===== config.mk =====
export PLATFORM = sky130hd
export DESIGN_NAME = cordic_iter_ctrl
export DESIGN_NICKNAME = d
export VERILOG_FILES = /design/src/rtl/cordic_iter_ctrl.sv
export SDC_FILE = /design/constraint.sdc
export NUM_CORES = 1
export LEC_CHECK = 0
export ABC_AREA = 1
export ABC_CLOCK_PERIOD_IN_PS = 2400
export CORE_AREA = 2 2 67 69
export CTS_BUF_LIST = sky130_fd_sc_hd__clkbuf_4 sky130_fd_sc_hd__clkbuf_8
export CTS_CLUSTER_DIAMETER = 120
export DETAILED_ROUTE_END_ITERATION = 12
export DIE_AREA = 0 0 69 71
export PLACE_DENSITY = 0.54
export SLEW_MARGIN = 10
export SYNTH_ARGS = -nofsm -noshare
export SYNTH_HDL_FRONTEND = slang
export SYNTH_SLANG_ARGS = --single-unit

===== constraint.sdc =====
create_clock -name clk_in -period 2.4 [get_ports clk_in]
set_input_delay 0.24 -clock clk_in [delete_from_list [all_inputs] [get_ports clk_in]]
set_output_delay 0.24 -clock clk_in [all_outputs]
set_load 0.01 [all_outputs]

===== src/rtl/cordic_iter_ctrl.sv =====
// Iteration sequencer for the CORDIC rotation datapath: loads the target angle, steps the
// arctan LUT index and tracks the residual angle z. Optional macro CORDIC_ABORT_EN adds abort_in.
module cordic_iter_ctrl #(
  parameter int ITERATIONS = 8,
  parameter int CNT_W      = 3,
  parameter int DATA_W     = 8
) (
  input  logic              clk_in,
  input  logic              rst_in,
  input  logic              start_in,
  input  logic [DATA_W-1:0] z_init_in,
  input  logic [DATA_W-1:0] lut_data_in,
`ifdef CORDIC_ABORT_EN
  input  logic              abort_in,
`endif
  output logic [CNT_W-1:0]  lut_addr_out,
  output logic              load_en_out,
  output logic              iter_en_out,
  output logic              dir_out,
  output logic              busy_out,
  output logic              done_out,
  output logic [DATA_W-1:0] z_out
);

  typedef enum logic [1:0] {
    IDLE = 2'd0,
    LOAD = 2'd1,
    ITER = 2'd2,
    DONE = 2'd3
  } state_t;

  localparam logic [CNT_W-1:0] LAST_CNT = CNT_W'(ITERATIONS - 1);

  state_t                    state, state_nxt;
  logic [CNT_W-1:0]          count;
  logic signed [DATA_W-1:0]  z;
  logic                      abort_req;
  logic                      last_iter;

`ifdef CORDIC_ABORT_EN
  assign abort_req = abort_in;
`else
  assign abort_req = 1'b0;
`endif

  // One micro-rotation on the residual angle; wraps modulo 2**DATA_W, never saturates.
  function automatic logic signed [DATA_W-1:0] z_step(
    input logic signed [DATA_W-1:0] z_cur,
    input logic        [DATA_W-1:0] atan_val,
    input logic                     dir
  );
    logic signed [DATA_W-1:0] a;
    a = signed'(atan_val);
    return dir ? (z_cur - a) : (z_cur + a);
  endfunction

  assign last_iter = (count == LAST_CNT);

  always_ff @(posedge clk_in or posedge rst_in) begin
    if (rst_in) begin
      state <= IDLE;
    end else begin
      state <= state_nxt;
    end
  end

  always_comb begin
    state_nxt = state;
    case (state)
      IDLE: if (start_in) state_nxt = LOAD;
      LOAD: state_nxt = abort_req ? IDLE : ITER;
      ITER: begin
        if (abort_req)      state_nxt = IDLE;
        else if (last_iter) state_nxt = DONE;
      end
      DONE: state_nxt = IDLE;
      default: state_nxt = IDLE;
    endcase
  end

  // Residual angle and iteration index; both cleared by reset and by abort.
  always_ff @(posedge clk_in or posedge rst_in) begin
    if (rst_in) begin
      count <= '0;
      z     <= '0;
    end else begin
      case (state)
        LOAD: begin
          count <= '0;
          z     <= abort_req ? '0 : signed'(z_init_in);
        end
        ITER: begin
          if (abort_req) begin
            count <= '0;
            z     <= '0;
          end else begin
            count <= last_iter ? '0 : count + CNT_W'(1);
            z     <= z_step(z, lut_data_in, dir_out);
          end
        end
        default: begin
          count <= count;
          z     <= z;
        end
      endcase
    end
  end

  assign load_en_out  = (state == LOAD);
  assign iter_en_out  = (state == ITER);
  assign busy_out     = (state != IDLE);
  assign done_out     = (state == DONE);
  assign lut_addr_out = iter_en_out ? count : '0;
  assign dir_out      = iter_en_out & ~z[DATA_W-1];
  assign z_out        = z;

endmodule


==> impl_metrics.json, run 1 <==
{
  "critical_path_class": "reg -> reg",
  "max_stage_delay_ns": 0.39,
  "rows": 24,
  "synth-simple-area-share_pct": 29.7,
  "synth_compound_area_share_pct": 11.0,
  "power.density_mw_per_mm2": 1420,
  "min_period_ns": 2.22,
  "antenna_found_initial": 0,
  "synth_top_family_by_area": "simple AND/OR/NAND/NOR gates",
  "place_area_mm2": 0.00167,
  "drive_gt1_share_pct": 13.3,
  "areaGrowthSynthToFinish_pct": 47.4,
  "route.met3.wl_um": 148,
  "wl_met2_mm": 1.36,
  "slew_headroom_pct": 65.1,
  "clock_sinks": 13,
  "cap_viol_max_count": 0,
  "clockRootBuffer": "clkbuf_8",
  "numCtsBuffers": 3,
  "p_int_uw": 1350,
  "cp_slowest_cell": "dfrtp_1",
  "status": "complete, no violations",
  "grt-ovfl-total": 0,
  "ios": 35,
  "seq_area_frac_synth_pct": 26.9,
  "grt_pass1_vias": 1259,
  "power.leakage_uw": 0.000933,
  "grt_max_degree": 19,
  "die_x_um": 69,
  "start_util_pct": 28.7,
  "switchingPower_uw": 1180,
  "rsz0062_at_grt": "yes",
  "syn_inst": 177,
  "finalInstanceArea_mm2": 0.00178,
  "wl_met1_mm": 1.45,
  "finClkSkew_ns": 0.00251,
  "viasPerCell": 4.48,
  "required_ns": 2.53,
  "yosys_warnings": 0,
  "wl_per_cell_um": 10.9,
  "setup_violations": 0,
  "synth.distinct_cells": 27,
  "die_h_um": 71,
  "total_power_uw": 2530,
  "diodes": 0,
  "gr-usage-all-layers_pct": 13.3,
  "cp-end-kind": "flop",
  "swShare_pct": 46.7,
  "synth_area_mm2": 0.00121,
  "worstPathCellList": "inv_1, ha_2, nand2_2, nand2_2, o21ai_1, xor2_1, ha_1, buf_4, nand2_1, inv_1, nand4_1, nand3_1, nand2_1, nand3_1, nand2_1, nand2_1",
  "cts_tree": "yes",
  "crit_fanout": 4,
  "clock_power_share_pct": 8.3,
  "tightest_slew_ns": 0.523,
  "syn_nets": 211,
  "crit_path_frequent_cell": "nand2_1",
  "initialDrtViolationCount": 31,
  "routed.top_layer": "met4",
  "synth_seq_cells": 13,
  "dp_hpwl_mm": 2.34,
  "fin_crit_sh_pct": 92.5,
  "slew_violations": 0,
  "fill_cells": 449,
  "power_frac_seq_pct": 17.2,
  "hold_viol_final": 0,
  "routed_wl_mm": 3.01,
  "synth_mux_area_share_pct": 0,
  "vias": 1240,
  "clkSlewWorstSetupHoldPaths_ns": 0.06,
  "cts_hold_buf": 0,
  "syn_avg_cell_area_um2": 6.83,
  "p_comb_share_pct": 74.5,
  "drc": 0,
  "h-tree-depth": 1,
  "arrival_ns": 2.35,
  "nNetsFinal": 260,
  "port_buffers": 34,
  "gp_congestion": 0.762,
  "antenna_left": 0,
  "peakVddDrop_mv": 0.850,
  "grt_pass1_wl_mm": 5.42,
  "start_kind": "flop",
  "synth-xor-area-share_pct": 4.35,
  "dieArea_mm2": 0.00490,
  "clk_latency_ns": 0.24,
  "coreArea_mm2": 0.00420,
  "drt_pass1_iterations": 4,
  "hp-class": "in -> async",
  "clk_path_buf_depth": 2,
  "synthAdderAreaFrac_pct": 16.1,
  "max_freq_mhz": 450
}
## what timing repair did
item                       4_1_cts  5_1_grt
setup buffers                    0        2
resized for setup                0       10
setup endpoints to repair        0        5
## cells in the mapped netlist
cell / count / area (um^2)
a21oi_2: 1 / 8.76
xor2_1: 3 / 26.3
fa_1: 1 / 20.0
inv_1: 32 / 120
or2_2: 1 / 6.26
a21oi_1: 11 / 55.1
nor3_1: 1 / 5.00
nand2_2: 2 / 12.5
xnor2_1: 3 / 26.3
a22oi_1: 1 / 7.51
ha_1: 14 / 175
nor2_1: 15 / 56.3
o21bai_1: 1 / 7.51
nand3_1: 11 / 55.1
o21ai_0: 7 / 35.0
a21o_1: 1 / 7.51
buf_4: 1 / 7.51
o21ai_1: 1 / 5.00
nor4_1: 1 / 6.26
nand2_1: 46 / 173
buf_6: 1 / 11.3
or2_1: 2 / 12.5
dfrtp_1: 13 / 325
buf_2: 1 / 5.00
nand3b_1: 1 / 7.51
o22ai_1: 1 / 6.26
nand4_1: 4 / 25.0
## metrics by stage
stage          TNS, ns  setup WS [ns]  hold slack, ns  util [%]  std cells
2_1_floorplan        0         0.0668           0.117         -        177
3_3_place_gp    -0.164         -0.137           0.504      39.8        271
3_5_place_dp    -0.335         -0.180           0.504      39.8        271
4_1_cts              0         0.0565           0.346      41.0        275
5_1_grt        -0.0343        -0.0253           0.408      42.4        277
6_report             0          0.180           0.328      42.4        277
## power groups by stage
| stage | registers, uW | clock network [uW] | logic (uW) |
|---|---|---|---|
| 2_1_floorplan | 444 | 0 | 1140 |
| 3_3_place_gp | 428 | 0 | 1790 |
| 3_5_place_dp | 429 | 0 | 1790 |
| 4_1_cts | 426 | 213 | 1800 |
| 5_1_grt | 450 | 226 | 2180 |
| 6_report | 435 | 209 | 1880 |
## logic make-up (layout without fill, tap and decap cells)
group                    after synthesis  in the layout
AO/OA/AOI/OAI                         24             24
AND/OR/NAND/NOR                       84             84
adder cells (fa/ha/maj)               15             15
flip-flops                            13             13
buffers and inverters                 35             83
XOR/XNOR                               6              6
## layer usage
layer / GRT usage (%) / up-vias
li1: - / 659
met1: 17.0 / 550
met2: 22.5 / 25
met3: 2.28 / 6
met4: 5.23 / 0
met5: 0 / -
## worst max-delay path: cells and delay by family (launching register included)
| family | cells | cell delay (ns) |
|---|---|---|
| buf+inv | 3 | 0.30 |
| simple gates | 9 | 0.63 |
| xor+xnor | 1 | 0.15 |
| compound gates | 1 | 0.08 |
| flops | 1 | 0.39 |
| fa+ha+maj | 2 | 0.54 |
## registers in the layout, indices dropped and copies added, names as in the netlist
register	flops
z_out	8
count	3
state	2
## worst paths after layout
kind	endpoint	depth (start not counted)	startpoint	slack [ns]
worst min register to register	count[1]$_DFFE_PP0P_	2	count[1]$_DFFE_PP0P_	0.51
worst max-delay path	z_out[6]$_DFFE_PP0P_	16	state[0]$_DFFE_PP0P_	0.18
worst max register to register	z_out[6]$_DFFE_PP0P_	16	state[0]$_DFFE_PP0P_	0.18
max in group asynchronous	z_out[6]$_DFFE_PP0P_	2	rst_in	1.72
worst min-delay path	z_out[1]$_DFFE_PP0P_	2	rst_in	0.33
min in group clk_in	count[1]$_DFFE_PP0P_	2	count[1]$_DFFE_PP0P_	0.51
## cell usage in the layout (no fill, tap or decap), types with 2 or more instances in the layout
cell type and count:
nand2_1 45, clkdlybuf4s50_1 33, inv_1 30, nor2_1 15
dfrtp_1 13, buf_4 13, nand3_1 11, ha_1 11
a21oi_1 9, o21ai_0 7, nand4_1 4, a21oi_2 3
nand2_2 3, xnor2_1 3, xor2_1 3, clkbuf_8 3
inv_2 2, or2_1 2, ha_4 2
## area by class of cell
cell class                 count  area (um^2)  area share (%)
clock buffer                   4         48.8            2.74
inverter                      32          120            6.74
multi-input combinational    129          782            43.9
sequential                    13          325            18.3
tap                           52         65.1            3.65
timing repair buffer          47          440            24.7
Note: power is estimated with default switching activity, not from simulation.
==> run 2: changes to the inputs <==
--- a/config.mk
+++ b/config.mk
@@ -12,7 +12,7 @@
 export CTS_CLUSTER_DIAMETER = 120
 export DETAILED_ROUTE_END_ITERATION = 12
 export DIE_AREA = 0 0 69 71
-export PLACE_DENSITY = 0.54
+export PLACE_DENSITY_LB_ADDON = 0.2
 export SLEW_MARGIN = 10
 export SYNTH_ARGS = -nofsm -noshare
 export SYNTH_HDL_FRONTEND = slang
==> run 2 against run 1 <==
Global-route usage fell by 0.84 points. Highest routed layer unchanged. Combinational power rose by 3%. Sequential power rose by 1%. Final area rose by 1.4%. Sequential share of layout area fell by 0.25 points. Worst hold slack barely moved. Critical endpoint unchanged. Critical path type unchanged. Routed wire length rose by 0.76%. Die area did not move. Clock skew rose by 0.0021 ns. Maximum frequency fell by 1.3%.
==> impl_metrics.json, run 2 (same netlist as run 1, synthesis figures left out) <==
{
  "status": "complete, no violations",
  "crit-reg2reg-launch": "state[0]$_DFFE_PP0P_",
  "gp_congestion": 0.820,
  "switchingPower_uw": 1200,
  "cp_num_cells": 17,
  "finalInstanceArea_mm2": 0.00181,
  "drc": 0,
  "clk_path_buf_depth": 2,
  "areaGrowthSynthToFinish_pct": 49.5,
  "hp-class": "in -> async",
  "largest_reg_flops": 8,
  "arrival_ns": 2.39,
  "final_common_cell": "nand2_1",
  "total_power_uw": 2590,
  "fill_cells": 446,
  "wl_met2_mm": 1.49,
  "cp_slowest_cell": "dfrtp_1",
  "coreArea_mm2": 0.00420,
  "clkSlewWorstSetupHoldPaths_ns": 0.06,
  "port_buffers": 34,
  "setup_violations": 0,
  "h-tree-depth": 1,
  "route.met3.wl_um": 84,
  "slew_violations": 0,
  "peakVddDrop_mv": 0.602,
  "layout_common_cells": "nand2_1 (44), clkdlybuf4s50_1 (34), inv_1 (30), nor2_1 (15), buf_4 (15)",
  "worstPathCellList": "inv_2, ha_4, nand2_2, buf_4, nand2_2, o21ai_1, xor2_1, ha_1, buf_4, nand2_1, inv_1, nand4_1, nand3_1, nand2_1, nand3_1, nand2_1, nand2_1",
  "antenna_found_initial": 0,
  "vias": 1209,
  "setup_ws_ns": 0.150,
  "swShare_pct": 46.4,
  "start_kind": "flop",
  "crit_family": "simple AND/OR/NAND/NOR gates",
  "power_frac_seq_pct": 17.0,
  "crit_fanout": 4,
  "required_ns": 2.54,
  "dieArea_mm2": 0.00490,
  "slew_headroom_pct": 64.8,
  "cts_hold_buf": 0,
  "r2r-end": "z_out[6]$_DFFE_PP0P_",
  "dp_hpwl_mm": 2.39,
  "r2r_cells": 17,
  "numCtsBuffers": 3,
  "wl_met1_mm": 1.44,
  "nNetsFinal": 262,
  "wl_per_cell_um": 10.9,
  "die_x_um": 69,
  "tightest_slew_ns": 0.527,
  "cap_viol_max_count": 0,
  "grt_max_degree": 19,
  "cp.buffers_inverters": 4,
  "clockRootBuffer": "clkbuf_8",
  "power.density_mw_per_mm2": 1430,
  "diodes": 0,
  "grt_pass1_wl_mm": 5.00,
  "max_stage_delay_ns": 0.40,
  "place_area_mm2": 0.00168,
  "die_h_um": 71,
  "critical_path_class": "reg -> reg",
  "fin_crit_sh_pct": 93.7,
  "rsz0062_at_grt": "no",
  "cts_tree": "yes",
  "rrSetupSlack_ns": 0.15,
  "p_comb_share_pct": 74.8,
  "start_util_pct": 28.7,
  "rows": 24,
  "clock_power_share_pct": 8.3,
  "fin_setup_tns_ns": 0,
  "power.leakage_uw": 0.000937,
  "clock_sinks": 13,
  "antenna_left": 0,
  "hold_viol_final": 0,
  "gr-usage-all-layers_pct": 12.5,
  "cp-end-kind": "flop",
  "grt_pass1_vias": 1161,
  "viasPerCell": 4.33,
  "min_period_ns": 2.25,
  "max_freq_mhz": 445,
  "finClkSkew_ns": 0.00457,
  "pre_cts_slack_ns": -0.131,
  "ios": 35,
  "clk_latency_ns": 0.25,
  "p_int_uw": 1390,
  "crit_path_frequent_cell": "nand2_1",
  "drt_pass1_iterations": 4,
  "initialDrtViolationCount": 50,
  "routed.top_layer": "met4",
  "grt-ovfl-total": 0,
  "routed_wl_mm": 3.03,
  "drive_gt1_share_pct": 14.5
}
[run 2: worst max path at each step]
stage / startpoint / to
6_report: state[0]$_DFFE_PP0P_ / z_out[6]$_DFFE_PP0P_
5_1_grt: lut_data_in[0] / z_out[7]$_DFFE_PP0P_
4_1_cts: state[0]$_DFFE_PP0P_ / z_out[7]$_DFFE_PP0P_
3_5_place_dp: lut_data_in[0] / z_out[7]$_DFFE_PP0P_
3_3_place_gp: lut_data_in[0] / z_out[7]$_DFFE_PP0P_
2_1_floorplan: state[0]$_DFFE_PP0P_ / z_out[5]$_DFFE_PP0P_
[run 2: what timing repair did]
action / CTS / global route
cloned: 0 / 0
buffers inserted: 1 / 2
resized for setup: 0 / 12
pin swaps: 1 / 3
setup endpoints to repair: 1 / 5
[run 2: layout make-up]
type | count | area, um^2 | area share [%]
Clock buffer | 4 | 48.8 | 2.70
Sequential cell | 13 | 325 | 18.0
Inverter | 32 | 120 | 6.65
Tap cell | 52 | 65.1 | 3.60
Timing Repair Buffer | 49 | 453 | 25.1
Multi-Input combinational cell | 129 | 795 | 44.0
[run 2: power groups by stage]
stage / logic, uW / clock network (uW) / registers, uW
after global routing: 2210 / 229 / 456
after floorplan: 1140 / 0 / 444
after global placement: 1780 / 0 / 436
after CTS: 1820 / 220 / 432
final: 1940 / 214 / 440
after detailed placement: 1790 / 0 / 432
[run 2: routing by layer]
metal,up-vias,GRT usage [%]
met5,-,0
met4,0,1.96
met3,2,3.13
met2,16,22.2
met1,533,15.6
li1,658,-
[run 2: stage by stage]
stage          utilization (%)  hold slack (ns)  std cells
2_1_floorplan                -            0.117        177
3_3_place_gp              40.0            0.503        272
3_5_place_dp              40.0            0.500        272
4_1_cts                   41.3            0.352        277
5_1_grt                   43.0            0.391        279
6_report                  43.0            0.328        279
